### src/rtl/int_controller.sv
// Interrupt controller: latches rising edges on the IRQ lines, applies the
// mask and global enable, picks the lowest-index eligible source, runs the
// int_req/int_ack handshake with the PC/flag save unit and holds the
// in-service state until RETI.
module int_controller #(
  parameter int                 d_width     = 12,
  parameter int                 ID_W        = 2,
  parameter int                 N_IRQ       = 4,
  parameter logic [d_width-1:0] VEC_BASE    = 12'hF00,
  parameter int                 ACK_TIMEOUT = 3
) (
  input  logic               clk,
  input  logic               reset,
  input  logic [N_IRQ-1:0]   irq_in,
  input  logic               mask_wr,
  input  logic [N_IRQ-1:0]   mask_data,
  input  logic               gie_set,
  input  logic               gie_clr,
  input  logic               int_ack,
  input  logic               reti_signal,
  output logic               int_req,
  output logic               int_en,
  output logic [d_width-1:0] int_vector,
  output logic [ID_W-1:0]    int_id,
  output logic               int_active,
  output logic [N_IRQ-1:0]   int_pending,
  output logic               int_timeout
);

  typedef enum logic [1:0] {IDLE, REQ, WAIT_ACK, SERVICE} state_t;

  localparam logic [3:0] CNT_LAST = 4'(ACK_TIMEOUT - 1);

  state_t           state;
  logic [3:0]       cnt;
  logic [N_IRQ-1:0] pending;
  logic [N_IRQ-1:0] mask;
  logic [N_IRQ-1:0] irq_prev;
  logic             gie;

  logic [N_IRQ-1:0] edges;
  logic [N_IRQ-1:0] eligible;
  logic [N_IRQ-1:0] ack_clr;
  logic [ID_W-1:0]  winner;
  logic             any_eligible;

  assign int_pending = pending;

  // Edge detection, eligibility, lowest-index priority and the accept-clear mask
  always_comb begin
    edges        = irq_in & ~irq_prev;
    eligible     = pending & mask;
    any_eligible = |eligible;
    winner       = '0;
    for (int i = N_IRQ - 1; i >= 0; i--) begin
      if (eligible[i]) winner = ID_W'(i);
    end
    ack_clr = '0;
    if (state == WAIT_ACK && int_ack) ack_clr[int_id] = 1'b1;
  end

  // Pending latches (a new edge beats a coincident clear), mask and global enable
  always_ff @(posedge clk or negedge reset) begin
    if (!reset) begin
      irq_prev <= '0;
      pending  <= '0;
      mask     <= '0;
      gie      <= 1'b0;
    end else begin
      irq_prev <= irq_in;
      pending  <= (pending & ~ack_clr) | edges;
      if (mask_wr) mask <= mask_data;
      if (gie_clr)      gie <= 1'b0;
      else if (gie_set) gie <= 1'b1;
    end
  end

  // Sequencer: select, one-cycle save request, bounded wait for ack, service until RETI
  always_ff @(posedge clk or negedge reset) begin
    if (!reset) begin
      state       <= IDLE;
      cnt         <= '0;
      int_req     <= 1'b0;
      int_en      <= 1'b0;
      int_vector  <= '0;
      int_id      <= '0;
      int_active  <= 1'b0;
      int_timeout <= 1'b0;
    end else begin
      case (state)
        IDLE: begin
          int_timeout <= 1'b0;
          if (gie && any_eligible) begin
            state      <= REQ;
            int_id     <= winner;
            int_vector <= VEC_BASE + (d_width'(winner) << 2);
            int_req    <= 1'b1;
            int_en     <= 1'b1;
          end
        end
        REQ: begin
          state   <= WAIT_ACK;
          int_req <= 1'b0;
          int_en  <= 1'b0;
          cnt     <= '0;
        end
        WAIT_ACK: begin
          if (int_ack) begin
            state      <= SERVICE;
            int_active <= 1'b1;
          end else if (cnt == CNT_LAST) begin
            state       <= IDLE;
            int_timeout <= 1'b1;
          end else begin
            cnt <= cnt + 4'd1;
          end
        end
        SERVICE: begin
          if (reti_signal) begin
            state      <= IDLE;
            int_active <= 1'b0;
          end
        end
        default: state <= IDLE;
      endcase
    end
  end

endmodule

### config.mk
export PLATFORM = sky130hd
export DESIGN_NAME = int_controller
export DESIGN_NICKNAME = d
export VERILOG_FILES = /design/src/rtl/int_controller.sv
export SDC_FILE = /design/constraint.sdc
export NUM_CORES = 1
export LEC_CHECK = 0
export CORE_MARGIN = 5
export CORE_UTILIZATION = 49
export DETAILED_ROUTE_END_ITERATION = 10
export HOLD_SLACK_MARGIN = 0.06
export PLACE_DENSITY_LB_ADDON = 0.2
export SETUP_SLACK_MARGIN = 0.3
export SLEW_MARGIN = 20
export SYNTH_ARGS = -nofsm -noshare
export SYNTH_HDL_FRONTEND = slang
export SYNTH_SLANG_ARGS = --single-unit
export TNS_END_PERCENT = 1
### constraint.sdc
create_clock -name clk -period 3.8 [get_ports clk]
set_input_delay 0.57 -clock clk [delete_from_list [all_inputs] [get_ports clk]]
set_output_delay 0.57 -clock clk [all_outputs]
set_load 0.1 [all_outputs]
# --- Yosys cells after proc, flatten, opt, wreduce, memory -nomap -nowiden ---
# Cells that the tools add are included.
classes:
  addsub: 2
  magnitude_cmp: 2
  eq_ne: 11
  mux: 25
  bitwise_logic: 6
  n_reduce_logical: 16
op_table:
  columns: ["op", "count"]
  rows:
  - ["2-to-1 mux 2 bit", 8]
  - ["bitwise AND 4 bit", 3]
  - ["2-to-1 mux 4 bit", 3]
  - ["AND reduction 3 bit", 4]
  - ["adder 9 x 5 -> 10 bit (first input constant)", 1]
  - ["inequality test 2 bit (second input constant)", 5]
  - ["nonzero test 2 bit", 5]
  - ["2-to-1 mux 1 bit", 8]
  - ["NOT 4 bit", 2]
  - ["case mux 2 bit (4 select lines)", 1]
  - ["case mux 4 bit (2 select lines)", 1]
  - ["case mux 1 bit (2 select lines)", 3]
  - ["adder 4 x 1 -> 4 bit (second input constant)", 1]
  - ["== test 2 bit (second input constant)", 2]
  - ["== test 4 x 2 -> 1 bit (second input constant)", 1]
  - ["OR 4 bit", 1]
  - ["AND reduction 2 bit", 2]
  - ["OR reduction 4 bit", 1]
  - ["logical AND 1 bit", 3]
  - ["less-than comparator 2 x 3 -> 1 bit (second input constant)", 1]
  - ["inequality test 3 x 2 -> 1 bit (second input constant)", 1]
  - ["demux 1 bit (select 2 bit)", 1]
  - ["== test 2 x 1 -> 1 bit (second input constant)", 1]
  - [">= comparator 2 x 1 -> 1 bit (second input constant)", 1]
  - ["other kinds (2)", 2]
word_totals:
  regBits: 36
  out_inout_bits: 22
  elab_cells: 73

# --- Logic depth before layout (Yosys ltp) ---
logic_depth:
  word_depth: 8
  mapped_depth: 5
  mapped_depth_nobuf: 5

# --- Least setup slack after synthesis ---
# Ideal clock, no wire load.
synth_timing:
  path_type: "register to output"
  from: "reg, netlist name int_id[0]"
  to: "out int_vector[2]"
  arrival_ns: 1.405
  required_ns: 3.230
  path_slack_ns: 1.825
  stages_incl_launch_ff: 2
  path_buffers: 1
  path_cell_list: "dfrtp_1 -> buf_4"
synth_rtl:
  columns: ["item", "line_no", "rtl"]
  rows:
  - ["end, declared", "23", "output logic [d_width-1:0] int_vector,"]

==> metrics.md <==
| Metric | Value |
|---|---|
| Compound-Gate Fraction of Synth Area | `12.1%` |
| MaxCap Viol Count | `0` |
| Outcome | `finished, final reports clean` |
| Post-synthesis mux area share | `6.27%` |
| Synth unique cells | `35` |
| Largest net degree at the start of global routing | `26` |
| Clock transition at path regs | `0.13 ns` |
| Critical path required time | `3.23 ns` |
| Hold WS | `about 0.22 ns` |
| Post-CTS Resized | `0` |
| Stages on the worst setup path | `1` |
| Bufs and invs on worst path | `1` |
| Initial antenna violation count | `0` |
| Worst setup EP type | `output port` |
| Syn. warnings | `0` |
| Fmax | `394 MHz` |
| Num Clock Sinks | `25` |
| Grt ovf | `0` |
| DR vias | `849` |
| Mapped cell area | `1200 µm²` |
| Dominant cells by area after synthesis | `dfrtp_1 52%, buf_4 8.2%, mux2_2 3.8%` |
| Initial Util | `between 40% and 50%` |
| Die W | `59.4 µm` |
| Crit Reg-Reg Endpoint | `cnt[1]$_DFFE_PN0P_` |
| Avg WL per Cell | `13.4 µm` |
| Mean area per synthesized cell | `11.0 µm²` |
| Std cell rows | `18` |
| Worst setup path start | `int_id[0]$_DFFE_PN0P_` |
| Crit share post-route | `approximately 67%` |
| CTS tree | `built` |
| Final WL | `2.18 mm` |
| Die area | `roughly 3500 µm²` |
| DRC viols | `0` |
| Min-Delay Path Class | `input port to async pin` |
| Worst slew margin | `34.2%` |
| First-pass GRT wire length | `around 3.7 mm` |
| Final Skew | `0.00855 ns` |
| Worst setup endpoint | `int_vector[2]` |
| Max FO, Critical Path | `7` |
| Sequential share of the synthesized area | `52.2%` |
| # diodes | `0` |
| Async SR Flop Fraction | `100%` |
| RSZ-0062 raised after global routing | `false` |
| Worst setup SP type | `flip-flop` |
| Routed Antenna Nets | `0` |
| WP data arrival | `1.97 ns` |
| GRT Overall Usage | `13.9%` |
| Hold buffers post-CTS | `0` |
| Synth top area share | `52.2%` |
| Core area | `2410 µm²` |
| Prevailing post-synth register cell | `dfrtp_1` |
| CTS Buffer Depth | `2` |
| Final hold violations | `0` |
| Number of synthesized flops with an enable pin | `0` |
| CTS root buffer | `clkbuf_4` |
| I/O Buffers | `30` |
| Most numerous cell in the Yosys netlist | `dfrtp_1` |
| Adder-cell share of the synthesized area | `2.09%` |
| Placer Congestion | `0.786` |
| Drt pass-1 iters | `4` |
| CP top delay family | `buffers and inverters` |
| Flop2flop setup slack | `about 2.3 ns` |
| DRT iter0 DRCs | `22` |
| #FFs+latches synth | `25` |
| Area grow syn2layout | `22.0%` |
| Final net count | `151` |
| Worst Reg-to-Reg Cells | `5` |
| Layout cells sized above 1 | `9.02%` |
| Setup TNS | `0 ns` |
| Postcts setup bufs | `0` |
| Core Util, Final | `between 60% and 70%` |
| Slew Limit Fails | `0` |
| Commonest cells post-synth | `25 x dfrtp_1, 13 x buf_4, 10 x nand2_1` |
| Post-synth top area cell | `dfrtp_1` |
| Vias in the first global route | `826` |
| Die H | `59.4 µm` |
| Setup CP Type | `flip-flop to output port` |
| Gate Count Post-Synth | `109` |
| HPWL Detailed | `approximately 1.7 mm` |
| Filler cells | `196` |
| Xor/xnor share of the synthesized area | `0%` |
| Synth Area in Simple Gates | `approximately 16%` |
| CTS H-tree lvls | `1` |
| Slowest stage delay, CP | `1.18 ns` |
| Final non-filler cell total | `163` |
| Final setup viols | `0` |
| Worst reg2reg startpoint | `cnt[0]$_DFFE_PN0P_` |
| Placed instance count | `159` |
| Min cycle time layout | `2.54 ns` |
| # IOs | `37` |
| CTS Buf Count | `3` |
| Vias per Instance | `5.21` |
| Critical path's slowest cell | `clkdlybuf4s50_1` |
| Largest family of logic cells by synthesized area | `simple AND/OR/NAND/NOR gates` |
| Critical path, cell by cell | `clkdlybuf4s50_1` |
| Worst skew pair latency | `0.31 ns` |
| Actual slew at the worst max-slew pin | `0.984 ns` |
through the flow:
step,area (µm²),setup slack [ns]
2_1_floorplan,1220,1.82
3_3_place_gp,1440,1.62
3_5_place_dp,1440,1.61
4_1_cts,1470,1.25
5_1_grt,1460,1.19
6_report,1460,1.26
registers in the layout (all words and copies together) (netlist names):
name and count:
int_vector 2, int_id 1, cnt 4, irq_prev 4, int_pending 4, state 2
int_en 1, mask 4, int_timeout 1, int_active 1, gie 1
layer usage:
| layer | up-vias | track usage, % | share of wire (%) |
|---|---|---|---|
| met4 | 0 | 3.88 | 0.83 |
| li1 | 409 | - | - |
| met1 | 408 | 18.1 | 43 |
| met5 | - | 0 | 0 |
| met2 | 30 | 22.8 | 47 |
| met3 | 2 | 3.49 | 8.8 |
layout by cell type, fill, tap and decap left out, types with 2 or more instances in the layout:
| master | count |
|---|---|
| a21o_1 | 2 |
| a21oi_1 | 5 |
| a22o_1 | 2 |
| and2_1 | 2 |
| clkbuf_4 | 3 |
| clkdlybuf4s50_1 | 29 |
| conb_1 | 6 |
| dfrtp_1 | 25 |
| ha_1 | 2 |
| inv_1 | 6 |
| mux2_2 | 4 |
| mux2i_1 | 3 |
| nand2_1 | 10 |
| nand3_1 | 2 |
| nand4b_1 | 2 |
| nor2_1 | 6 |
| o21ai_0 | 5 |
worst min-delay path by stage:
stage	slack, ns	from	end
after floorplan	0.27	reset	cnt[0]$_DFFE_PN0P_
after global placement	0.40	irq_prev[0]$_DFF_PN0_	int_pending[0]$_DFF_PN0_
after detailed placement	0.41	irq_prev[0]$_DFF_PN0_	int_pending[0]$_DFF_PN0_
after CTS	0.43	irq_prev[0]$_DFF_PN0_	int_pending[0]$_DFF_PN0_
after global routing	0.25	reset	int_vector[10]$_DFFE_PN0P_
final	0.22	reset	gie$_DFFE_PN0P_
layout make-up:
cell class | count | area (µm²) | area share [%]
sequential | 25 | 626 | 42.8
inverter | 6 | 22.5 | 1.54
tap | 30 | 37.5 | 2.57
multi-input combinational | 68 | 454 | 31.1
clock buffer | 4 | 26.3 | 1.80
timing repair buffer | 30 | 295 | 20.2
kinds of logic after synthesis:
logic type / Yosys count
other: 1
adders and majority gates: 2
muxes: 7
buffers and inverters: 21
DFF: 25
AOI/OAI and AO/OA: 21
and+or+nand+nor: 32
Power is left out: the tool's default activity adds up to more than one toggle a clock period on the data nets, which glitch-free logic cannot reach.
